$ cat config.mk
export PLATFORM = sky130hd
export DESIGN_NAME = ctech_lib_clk_gate_ctrl
export DESIGN_NICKNAME = d
export VERILOG_FILES = /design/src/rtl/ctech_lib_clk_gate_ctrl_pkg.sv /design/src/rtl/ctech_lib_clk_gate_chan.sv /design/src/rtl/ctech_lib_clk_gate_te.sv /design/src/rtl/ctech_lib_clk_gate_ctrl.sv
export SDC_FILE = /design/constraint.sdc
export NUM_CORES = 1
export LEC_CHECK = 0
export ABC_AREA = 1
export BUFFER_PORTS_ARGS = -buffer_cell sky130_fd_sc_hd__buf_2
export CORE_MARGIN = 2
export CORE_UTILIZATION = 40
export DETAILED_ROUTE_END_ITERATION = 6
export PLACE_DENSITY = 0.57
export REMOVE_ABC_BUFFERS = 1
export SLEW_MARGIN = 20
export SYNTH_ARGS = -nofsm -noshare
export SYNTH_HDL_FRONTEND = slang
export SYNTH_SLANG_ARGS = --single-unit
export TNS_END_PERCENT = 50
$ cat constraint.sdc
create_clock -name clk -period 1.7 [get_ports clk]
set_input_delay 0.17 -clock clk [delete_from_list [all_inputs] [get_ports clk]]
set_output_delay 0.17 -clock clk [all_outputs]
set_load 0.02 [all_outputs]
$ cat src/rtl/ctech_lib_clk_gate_ctrl_pkg.sv
//------------------------------------------------------------------------------
// Module   : ctech_lib_clk_gate_ctrl_pkg
// Brief    : Shared channel-state encoding and default timing constants.
// Revision : 1.0
//------------------------------------------------------------------------------
`default_nettype none

package ctech_lib_clk_gate_ctrl_pkg;

    typedef enum logic [1:0] {
        ST_OFF  = 2'd0,
        ST_WAKE = 2'd1,
        ST_ON   = 2'd2,
        ST_HOLD = 2'd3
    } chan_state_e;

    localparam int c_WAKE_CYC_DEF = 2;
    localparam int c_HOLD_W_DEF   = 8;

endpackage

`default_nettype wire

$ cat src/rtl/ctech_lib_clk_gate_chan.sv
//------------------------------------------------------------------------------
// Module   : ctech_lib_clk_gate_chan
// Brief    : Per-channel OFF/WAKE/ON/HOLD handshake FSM with wake/hold counter.
// Revision : 1.0
//------------------------------------------------------------------------------
`default_nettype none

module ctech_lib_clk_gate_chan
    import ctech_lib_clk_gate_ctrl_pkg::*;
#(
    parameter int WAKE_CYC = c_WAKE_CYC_DEF,
    parameter int HOLD_W   = c_HOLD_W_DEF
) (
    input  logic              clk,
    input  logic              rst_b,
    input  logic              req,
    input  logic [HOLD_W-1:0] hold_cfg,
    output logic              en,
    output logic              ack
);

    localparam logic [1:0] c_ST_OFF  = ST_OFF;
    localparam logic [1:0] c_ST_WAKE = ST_WAKE;
    localparam logic [1:0] c_ST_ON   = ST_ON;
    localparam logic [1:0] c_ST_HOLD = ST_HOLD;

    // One counter serves both phases; it must fit the wake load as well as hold_cfg.
    localparam int              c_CNT_W     = (HOLD_W > 3) ? HOLD_W : 3;
    localparam logic [c_CNT_W-1:0] c_WAKE_LOAD = c_CNT_W'(WAKE_CYC - 1);

    logic [1:0]         r_state;
    logic [1:0]         w_state_nxt;
    logic [c_CNT_W-1:0] r_cnt;
    logic [c_CNT_W-1:0] w_cnt_nxt;
    logic [c_CNT_W-1:0] w_hold_load;
    logic               r_en;
    logic               r_ack;

    assign w_hold_load = c_CNT_W'(hold_cfg);

    always_comb begin
        w_state_nxt = r_state;
        w_cnt_nxt   = r_cnt;
        case (r_state)
            c_ST_OFF: begin
                if (req) begin
                    w_state_nxt = c_ST_WAKE;
                    w_cnt_nxt   = c_WAKE_LOAD;
                end
            end
            c_ST_WAKE: begin
                if (!req) begin
                    w_state_nxt = c_ST_HOLD;
                    w_cnt_nxt   = w_hold_load;
                end else if (r_cnt == '0) begin
                    w_state_nxt = c_ST_ON;
                end else begin
                    w_cnt_nxt = r_cnt - 1'b1;
                end
            end
            c_ST_ON: begin
                if (!req) begin
                    if (hold_cfg == '0) begin
                        w_state_nxt = c_ST_OFF;
                        w_cnt_nxt   = '0;
                    end else begin
                        w_state_nxt = c_ST_HOLD;
                        w_cnt_nxt   = w_hold_load;
                    end
                end
            end
            c_ST_HOLD: begin
                // A zero count (entered from WAKE with hold_cfg=0) also exits, never wraps.
                if (req) begin
                    w_state_nxt = c_ST_ON;
                    w_cnt_nxt   = '0;
                end else if (r_cnt <= c_CNT_W'(1)) begin
                    w_state_nxt = c_ST_OFF;
                    w_cnt_nxt   = '0;
                end else begin
                    w_cnt_nxt = r_cnt - 1'b1;
                end
            end
            default: begin
                w_state_nxt = c_ST_OFF;
                w_cnt_nxt   = '0;
            end
        endcase
    end

    // Enable and ack get their own flops so no state-decode glitch reaches the gate.
    always_ff @(posedge clk) begin
        if (!rst_b) begin
            r_state <= c_ST_OFF;
            r_cnt   <= '0;
            r_en    <= 1'b0;
            r_ack   <= 1'b0;
        end else begin
            r_state <= w_state_nxt;
            r_cnt   <= w_cnt_nxt;
            r_en    <= (w_state_nxt != c_ST_OFF);
            r_ack   <= (w_state_nxt == c_ST_ON);
        end
    end

    assign en  = r_en;
    assign ack = r_ack;

endmodule

`default_nettype wire

$ cat src/rtl/ctech_lib_clk_gate_te.sv
//------------------------------------------------------------------------------
// Module   : ctech_lib_clk_gate_te
// Brief    : Latch-based integrated clock gate with test-enable override.
// Revision : 1.0
//------------------------------------------------------------------------------
`default_nettype none

module ctech_lib_clk_gate_te (
    input  logic clk,
    input  logic en,
    input  logic te,
    output logic clkout
);

    logic r_lat;

    // Transparent only while clk is low, so the enable cannot chop a high phase.
    always_latch begin
        if (!clk) begin
            r_lat = en | te;
        end
    end

    assign clkout = clk & r_lat;

endmodule

`default_nettype wire

$ cat src/rtl/ctech_lib_clk_gate_ctrl.sv
//------------------------------------------------------------------------------
// Module   : ctech_lib_clk_gate_ctrl
// Brief    : NUM_CH independent request/ack clock-gate controllers.
// Revision : 1.0
//------------------------------------------------------------------------------
`default_nettype none

module ctech_lib_clk_gate_ctrl
    import ctech_lib_clk_gate_ctrl_pkg::*;
#(
    parameter int NUM_CH   = 4,
    parameter int WAKE_CYC = c_WAKE_CYC_DEF,
    parameter int HOLD_W   = c_HOLD_W_DEF
) (
    input  logic              clk,
    input  logic              rst_b,
    input  logic              te,
    input  logic [NUM_CH-1:0] req,
    input  logic [HOLD_W-1:0] hold_cfg,
    output logic [NUM_CH-1:0] clkout,
    output logic [NUM_CH-1:0] ack,
    output logic [NUM_CH-1:0] clk_active
);

    generate
        for (genvar i = 0; i < NUM_CH; i++) begin : g_ch
            ctech_lib_clk_gate_chan #(
                .WAKE_CYC (WAKE_CYC),
                .HOLD_W   (HOLD_W)
            ) u_chan (
                .clk      (clk),
                .rst_b    (rst_b),
                .req      (req[i]),
                .hold_cfg (hold_cfg),
                .en       (clk_active[i]),
                .ack      (ack[i])
            );

            ctech_lib_clk_gate_te u_cg (
                .clk    (clk),
                .en     (clk_active[i]),
                .te     (te),
                .clkout (clkout[i])
            );
        end
    endgenerate

endmodule

`default_nettype wire

==> impl_metrics.csv, run 1 <==
group,metric,value,unit
status,status,"complete, but fails checks",
status,violations,"setup timing",
global_routing,antenna_found_initial,0,
synthesis,yosys.area_share.simple,40.3,%
worst_setup_path,worst_ep_required_time,1.53,ns
routing,routedWlPerCell,12.1,um
cts,clkSlewWorstSetupHoldPaths,0.10,ns
worst_setup_path,cp_data_arrival_time,1.89,ns
placed_design,hpwl,6250,um
timing,maxSlewViolCount,0,
cts,clk_latency,0.41,ns
synthesis,synth-compound-area-share,11.0,%
timing,grt_setup_unrepaired,"yes",
synthesis,yosysMostFrequentCell,"nand2_1",
cells_and_area,antenna_cells,0,
synthesis,ys_types,32,
worst_setup_path,critPathLaunch,"g_ch[2].u_cg.r_lat",
floorplan,die-height,96.5,um
cells_and_area,stdcell_area,0.00399,mm2
global_routing,grt_util_met2,31.3,%
global_routing,overflow,0,
worst_hold_path,min_to,"g_ch[0].u_cg.r_lat",
timing,finClkSkew,0.00349,ns
global_routing,busiest_layer,"met2",
timing,setup_viol,8,
synthesis,synth_fa_ha_area_share,2.92,%
global_routing,grt_use_met3,4.19,%
cells_and_area,final_nets,628,
timing,hold_violations,0,
worst_hold_path,hp-start,"te",
routing,wirelength,8590,um
worst_setup_path,r2r-end,"g_ch[3].u_chan.r_cnt[7]",
floorplan,die_area,0.00932,mm2
worst_setup_path,critPathKind,"latch to primary output",
timing,worst_pin_slew,0.549,ns
pwr,ir_drop,0.500,mV
synthesis,synth_mux_area_share,0,%
pwr,p_leak,1.99,nW
synthesis,synth.top_cell.area_share,28.0,%
synthesis,synth_cells,567,
floorplan,start_util,41.5,%
synthesis,async_flop_share,0,%
global_routing,grt_first_pass_wirelength,14100,um
timing,setup_ws,-0.357,ns
worst_setup_path,r2r_setup_slack,0.09,ns
routing,first_iter_violations,130,
global_routing,grt_max_degree,17,
synthesis,ys_warn_count,0,
worst_setup_path,reg2regPathDepth,9,
global_routing,grt_util_all_layers,19.8,%
placed_design,placed_area,0.00370,mm2
synthesis,synth-main-ff-cell,"dfxtp_1",
routing,route.detailed.drc,0,
floorplan,rows,33,
placed_design,numPortBuffers,26,
cells_and_area,area_growth,16.5,%
synthesis,yosys.area.top_type,"dfxtp_1",
routing,drtAntennaViolNets,0,
flow_run,maxCapViolCount,0,
pwr,p_per_area,1830,mW/mm2
synthesis,syn_avg_cell_area,6.04,um2
synthesis,syn-cell-area,0.00343,mm2
worst_setup_path,worstPathMaxFanout,1,
floorplan,die_w,96.5,um
worst_setup_path,endpoint_kind,"primary output",
cells_and_area,post-route-util,48.3,%
worst_setup_path,crit_path_start_kind,"latch",
timing,slew_headroom,63.3,%
floorplan,io_pins,27,
synthesis,ys_ff_latch,52,
synthesis,synth_xor_area_share,5.11,%
synthesis,synth_commonest_cells,"227 x nand2_1, 58 x nor2_1, 54 x inv_1",
worst_hold_path,hold_depth,2,
synthesis,synth-edff-count,0,
placed_design,dp_cells,697,
cts,tritoncts,"yes",
global_routing,grt_pass1_vias,3184,
synthesis,synthTopCellsByArea,"dfxtp_1 28%, nand2_1 25%, nor2_1 6.4%",
cells_and_area,final_layout_size_suffix_gt1_share,20.8,%
routing,first_pass_iters,4,
worst_hold_path,hold_class,"input port to latch",
global_routing,met1_usage,26.0,%
routing,dr_total_vias,3367,
synthesis,synth_top_family_by_area,"simple AND/OR/NAND/NOR gates",
worst_setup_path,r2r-start,"g_ch[3].u_chan.r_cnt[1]",
floorplan,core_area,0.00826,mm2
routing,via_per_inst,4.73,
cells_and_area,stdcell_count,712,
placed_design,place_congestion,0.945,
==> sequential cells by signal, summed over array words and instances, names as in the netlist <==
name	count
g_ch.u_chan.ack	4
g_ch.u_chan.r_state	8
g_ch.u_chan.r_cnt	32
g_ch.u_chan.en	4
g_ch.u_cg.r_lat	4
==> metal layers <==
| layer | vias up | share of wire [%] |
|---|---|---|
| met4 | 0 | 1.6 |
| met5 | - | 0 |
| met2 | 57 | 46 |
| met1 | 1481 | 49 |
| met3 | 13 | 3.9 |
| li1 | 1816 | - |
==> what timing repair did <==
action,CTS,global route
setup buffers,0,2
gates resized for setup,9,33
gates cloned,0,0
pin swaps,3,9
endpoints found under the setup margin,14,41
hold buffers,0,0
==> placed cells by master, fill, tap and decap left out, drive strengths merged <==
cell type    n
o21ai       20
xnor2        6
clkinvlp     1
dlxtn        4
dfxtp       48
ha           8
a21oi       39
buf         44
o21bai       1
o221ai       1
nand2      235
nand3       21
nor3         5
clkinv       1
nor2        67
or2          4
o211ai       2
inv         70
nor3b        1
nand3b       1
clkbuf      11
nand4        3
xor2        14
==> power breakdown <==
part           total (W)  switching, W  internal [W]
Sequential       0.00189      0.000321       0.00157
Combinational    0.00399       0.00250       0.00149
Clock            0.00141      0.000724      0.000689
Total            0.00729       0.00355       0.00374
==> logic make-up after synthesis <==
kind of cell    count (synthesis)
latches                         4
buf+inv                        87
xor+xnor                       20
simple gates                  337
compound gates                 63
flops                          48
fa+ha+maj                       8
==> worst max path at each step <==
stage	cells past startpoint	slack, ns	to
after floorplan	2	0.13	clkout[1]
after global placement	9	0.04	g_ch[2].u_chan.r_cnt[0]
after detailed placement	9	0.02	g_ch[2].u_chan.r_cnt[7]
after CTS	3	-0.40	clkout[3]
after global routing	3	-0.41	clkout[0]
final	3	-0.36	clkout[2]
==> critical path, stage by stage, from the launching register on <==
cell and delay (ns):
dlxtn_1 0.40, nand2_1 0.06, inv_2 0.05, buf_6 0.10
==> layout make-up <==
class,instances,area [um2]
Clock buffer,15,176
Tap cell,105,131
Multi-Input combinational cell,428,2130
Sequential cell,52,1030
Timing Repair Buffer,40,249
Clock inverter,6,31.3
Inverter,66,248
Fill cell,861,4270
==> through the flow <==
stage,setup TNS [ns],hold slack (ns),power [W],setup slack [ns]
floorplan,0,0.293,0.00500,0.131
global placement,0,0.375,0.00586,0.0425
detailed placement,0,0.375,0.00591,0.0229
CTS,-1.53,0.0947,0.00710,-0.396
global route,-1.60,0.106,0.00810,-0.410
finish,-1.41,0.106,0.00729,-0.357
No activity file was read; power rests on OpenSTA's default activity.
==> run 2, diff against run 1 <==
clock period = 1.9 ns   (was 1.7 ns; I/O delays follow)
==> run 2 against run 1 <==
Against the previous run: the run still ends with setup timing left; clock power down 9.9%; die area unchanged; clock-buffer cell count down 1; hold slack worse by 0.013 ns; flip-flop and latch count unchanged; critical path type unchanged.
==> impl_metrics.csv, run 2 (synthesis results as in run 1) <==
group,metric,value,unit
floorplan,die-height,96.5,um
worst_setup_path,r2r-start,"g_ch[1].u_chan.r_cnt[0]",
routing,dr_total_vias,3345,
floorplan,rows,33,
worst_setup_path,critPathLaunch,"g_ch[3].u_cg.r_lat",
placed_design,place_congestion,0.827,
cells_and_area,antenna_cells,0,
pwr,ir_drop,0.544,mV
timing,finClkSkew,0.0107,ns
cells_and_area,largestRegisters,"g_ch.u_chan.r_cnt (32), g_ch.u_chan.r_state (8)",
timing,setup_ws,-0.293,ns
pwr,power.internal,0.00322,W
global_routing,antenna_found_initial,0,
floorplan,start_util,41.5,%
flow_run,maxCapViolCount,0,
global_routing,grt_util_all_layers,20.5,%
floorplan,io_pins,27,
cells_and_area,largest_register_ffs,32,
timing,setup_viol,8,
status,status,"complete, but fails checks",
worst_setup_path,cp-endpoint,"clkout[3]",
cells_and_area,final_cell_mix,"225 x nand2_1, 57 x nor2_1, 52 x inv_1",
pwr,p_sw_share,48.9,%
cts,hold_buffers,0,
cells_and_area,regMostFlops,"g_ch.u_chan.r_cnt",
worst_hold_path,hold_class,"input port to latch",
floorplan,die_area,0.00932,mm2
timing,hold_violations,0,
routing,route.detailed.drc,0,
worst_setup_path,r2r-end,"g_ch[1].u_chan.r_cnt[3]",
global_routing,overflow,0,
placed_design,dp_cells,689,
routing,first_pass_iters,4,
routing,drtAntennaViolNets,0,
cells_and_area,final_layout_size_suffix_gt1_share,16.4,%
global_routing,grt_pass1_vias,3145,
placed_design,place_ws,0.157,ns
routing,routedWlPerCell,12.1,um
timing,grt_setup_unrepaired,"yes",
cts,post-cts-setup-buffers,0,
cells_and_area,n_fill_cell,918,
global_routing,grt_first_pass_wirelength,14300,um
global_routing,grt_max_degree,19,
routing,first_iter_violations,99,
cts,tritoncts,"yes",
timing,worst_pin_slew,0.595,ns
floorplan,die_w,96.5,um
pwr,p_comb_share,53.0,%
pwr,clkPwrFrac,20.2,%
timing,slew_headroom,60.3,%
pwr,pwr-share-seq,26.8,%
cells_and_area,post-route-util,46.3,%
cells_and_area,final_nets,618,
worst_setup_path,cp_data_arrival_time,2.00,ns
placed_design,hpwl,6220,um
pwr,p_leak,1.95,nW
placed_design,numPortBuffers,26,
pwr,p_per_area,1650,mW/mm2
timing,maxSlewViolCount,0,
worst_setup_path,worst_ep_required_time,1.71,ns
worst_setup_path,critPathKind,"latch to primary output",
worst_setup_path,crit_path_start_kind,"latch",
status,violations,"setup timing",
worst_setup_path,endpoint_kind,"primary output",
worst_setup_path,r2r_setup_slack,0.21,ns
worst_setup_path,worstPathMaxFanout,1,
cts,clk_latency,0.43,ns
routing,wirelength,8470,um
pwr,switching_power,0.00308,W
cells_and_area,area_growth,11.7,%
pwr,total_power,0.00630,W
cts,clkSlewWorstSetupHoldPaths,0.11,ns
worst_setup_path,reg2regPathDepth,11,
routing,via_per_inst,4.76,
floorplan,core_area,0.00826,mm2
cells_and_area,final_common_cell,"nand2_1",
worst_hold_path,hp-start,"te",
cells_and_area,stdcell_count,702,
-- run 2: changes by cell type in the layout (fill, tap and decap cells not counted), moves of 3 or more --
cell | previous run | this run
nand2_4 | 5 | 1
inv_2 | 23 | 18
inv_1 | 47 | 52
buf_4 | 17 | 8
dfxtp_1 | 45 | 48
dfxtp_2 | 3 | 0
ha_1 | 4 | 8
-- run 2: worst min path at each step --
stage | endpoint | slack, ns | depth (start not counted)
final | g_ch[2].u_cg.r_lat | 0.09 | 2
after global routing | g_ch[2].u_cg.r_lat | 0.08 | 2
after CTS | g_ch[2].u_cg.r_lat | 0.08 | 2
after detailed placement | clkout[1] | 0.40 | 3
after global placement | clkout[1] | 0.40 | 3
after floorplan | g_ch[0].u_chan.r_cnt[0] | 0.31 | 2
-- run 2: repair_timing --
item / 4_1_cts / 5_1_grt
pin swaps: 3 / 0
gates resized for setup: 8 / 6
endpoints found under the setup margin: 8 / 17
endpoints found under the hold margin: 0 / 0
-- run 2: cell type report --
class / count / area [um2] / area share (%)
tap: 105 / 131 / 3.43
clock inverter: 7 / 41.3 / 1.08
clock buffer: 14 / 173 / 4.51
inverter: 66 / 248 / 6.48
multi-input combinational: 428 / 2040 / 53.3
sequential: 52 / 1020 / 26.7
timing repair buffer: 30 / 170 / 4.45
-- run 2: worst max-delay path, stage by stage (launching register included) --
cell and delay (ns):
dlxtn_1 0.40, nand2_1 0.05, inv_1 0.06, buf_6 0.11
-- run 2: power by group through the flow --
stage	clock network (W)	registers, W	logic (W)
final	0.00127	0.00169	0.00334
after global routing	0.00139	0.00174	0.00390
after CTS	0.00131	0.00169	0.00336
after detailed placement	0.000201	0.00171	0.00334
after global placement	0.000201	0.00170	0.00331
after floorplan	0.000145	0.00171	0.00261
-- run 2: routing by layer --
layer | part of all wire (%) | track usage, % | vias up
met5 | 0 | 0 | -
met4 | 2.0 | 9.39 | 0
met3 | 4.2 | 4.50 | 16
met2 | 45 | 32.6 | 57
met1 | 49 | 26.4 | 1482
li1 | - | - | 1790
-- run 2: metrics by stage --
step	cell area, um2	setup TNS, ns	hold slack (ns)
final	3820	-1.12	0.0927
after global routing	3820	-1.33	0.0810
after CTS	3820	-1.20	0.0833
after detailed placement	3640	0	0.395
after global placement	3640	0	0.395
after floorplan	3320	0	0.313
==> run 3, diff against run 2 <==
PLACE_DENSITY = 0.59   (was 0.57)
clock period = 2.48 ns   (was 1.9 ns; I/O delays follow)
==> run 3 against run 2 <==
Against the previous run: largest power group unchanged; first-iteration DRC count grew 6.1%; sequential share of layout area is 0.51 points higher; worst setup slack gained 0.25 ns; the run still ends with setup timing left; utilization decreased by 0.76 points; flip-flop and latch count unchanged.
==> impl_metrics.csv, run 3 (synthesis results as in run 1) <==
group,metric,value,unit
worst_setup_path,crit_path_start_kind,"latch",
placed_design,dp_cells,682,
global_routing,grt_pass1_vias,3119,
global_routing,overflow,0,
floorplan,rows,33,
worst_setup_path,r2r_setup_slack,0.65,ns
worst_setup_path,slowest_delay,0.40,ns
status,violations,"setup timing",
floorplan,die_w,96.5,um
pwr,ir_drop,0.465,mV
routing,first_iter_violations,105,
cells_and_area,final_layout_size_suffix_gt1_share,15.8,%
timing,worst_pin_slew,0.533,ns
cells_and_area,antenna_cells,0,
floorplan,die_area,0.00932,mm2
pwr,p_per_area,1260,mW/mm2
placed_design,numPortBuffers,26,
placed_design,hpwl,5900,um
timing,finClkSkew,0.00607,ns
timing,setup_viol,8,
placed_design,place_ws,0.391,ns
routing,wirelength,8180,um
routing,first_pass_iters,4,
cts,tritoncts,"yes",
worst_hold_path,hold_depth,2,
cts,clk_latency,0.41,ns
worst_setup_path,worstPathMaxFanout,1,
cells_and_area,final_nets,611,
cells_and_area,regMostFlops,"g_ch.u_chan.r_cnt",
cells_and_area,final_common_cell,"nand2_1",
worst_hold_path,hold_class,"input port to latch",
floorplan,core_area,0.00826,mm2
worst_setup_path,cp-endpoint,"clkout[2]",
cts,post-cts-setup-buffers,0,
pwr,p_leak,1.91,nW
worst_setup_path,critPathLaunch,"g_ch[2].u_cg.r_lat",
routing,via_per_inst,4.69,
worst_setup_path,worst_ep_required_time,2.23,ns
timing,maxSlewViolCount,0,
routing,route.detailed.drc,0,
placed_design,place_congestion,0.893,
worst_setup_path,critPathKind,"latch to primary output",
cells_and_area,final_cell_mix,"224 x nand2_1, 58 x nor2_1, 51 x inv_1",
worst_setup_path,path_cells,"nand2_1, inv_1, buf_6",
timing,setup_ws,-0.0451,ns
global_routing,grt_max_degree,17,
worst_setup_path,r2r-end,"g_ch[1].u_chan.r_cnt[7]",
flow_run,maxCapViolCount,0,
worst_setup_path,r2r-start,"g_ch[1].u_chan.r_cnt[0]",
floorplan,die-height,96.5,um
timing,slew_headroom,64.4,%
cells_and_area,post-route-util,45.6,%
worst_setup_path,crit_slowest_cell,"dlxtn_1",
floorplan,io_pins,27,
routing,routedWlPerCell,11.8,um
routing,drtAntennaViolNets,0,
worst_setup_path,reg2regPathDepth,11,
worst_setup_path,endpoint_kind,"primary output",
floorplan,start_util,41.5,%
global_routing,grt_first_pass_wirelength,13700,um
cells_and_area,largest_register_ffs,32,
cells_and_area,stdcell_count,695,
status,status,"complete, but fails checks",
timing,grt_setup_unrepaired,"yes",
cells_and_area,largestRegisters,"g_ch.u_chan.r_cnt (32), g_ch.u_chan.r_state (8)",
global_routing,antenna_found_initial,0,
timing,hold_violations,0,
worst_setup_path,cp_data_arrival_time,2.28,ns
cts,clkSlewWorstSetupHoldPaths,0.09,ns
cells_and_area,n_fill_cell,880,
timing,hold_slack,0.176,ns
global_routing,grt_util_all_layers,19.4,%
routing,dr_total_vias,3257,
cells_and_area,area_growth,9.82,%
## run 3: how the worst min path moves through the flow
stage               startpoint                 endpoint  slack [ns]
detailed placement         clk                clkout[1]        0.45
CTS                         te       g_ch[1].u_cg.r_lat        0.16
finish                      te       g_ch[2].u_cg.r_lat        0.18
global placement           clk                clkout[1]        0.45
floorplan                rst_b  g_ch[0].u_chan.r_cnt[0]        0.37
global route                te       g_ch[2].u_cg.r_lat        0.16
## run 3: stage by stage
step	total power, W	area (um2)	setup TNS [ns]
5_1_grt	0.00531	3760	-0.366
6_report	0.00476	3760	-0.144
3_3_place_gp	0.00396	3580	0
3_5_place_dp	0.00399	3580	0
4_1_cts	0.00478	3750	-0.256
2_1_floorplan	0.00343	3320	0
## run 3: per-layer routing
| layer | up-vias | track usage, % | routed length (um) | part of all wire (%) |
|---|---|---|---|---|
| met5 | - | 0 | 0 | 0 |
| met4 | 0 | 9.04 | 123 | 1.5 |
| met3 | 10 | 4.34 | 307 | 3.8 |
| met2 | 56 | 31.8 | 3780 | 46 |
| met1 | 1412 | 24.2 | 3960 | 48 |
| li1 | 1779 | - | - | - |
## run 3: layout make-up
cell class	instances	area, um2	share of cell area (%)
multi-input cells	428	2040	54.2
flip-flops and latches	52	1020	27.2
inverters	66	248	6.58
clock buffers	14	173	4.59
well taps	105	131	3.49
repair buffers	23	118	3.13
clock inverters	7	28.8	0.765
## run 3: critical path, delay by kind of cell (launching register included)
| family | cells | cell delay [ns] |
|---|---|---|
| latches | 1 | 0.40 |
| AND/OR/NAND/NOR | 1 | 0.05 |
| buffers and inverters | 2 | 0.17 |
## run 3: timing repair
item                                    CTS  global route
pin swaps                                 3             0
endpoints found under the setup margin    8             8
hold buffers                              0             0
gates resized for setup                   8             9
## run 3: report_power, final
group | switching (W) | internal (W) | total (W)
clock network | 0.000478 | 0.000466 | 0.000944
logic | 0.00162 | 0.000901 | 0.00252
registers | 0.000227 | 0.00107 | 0.00130
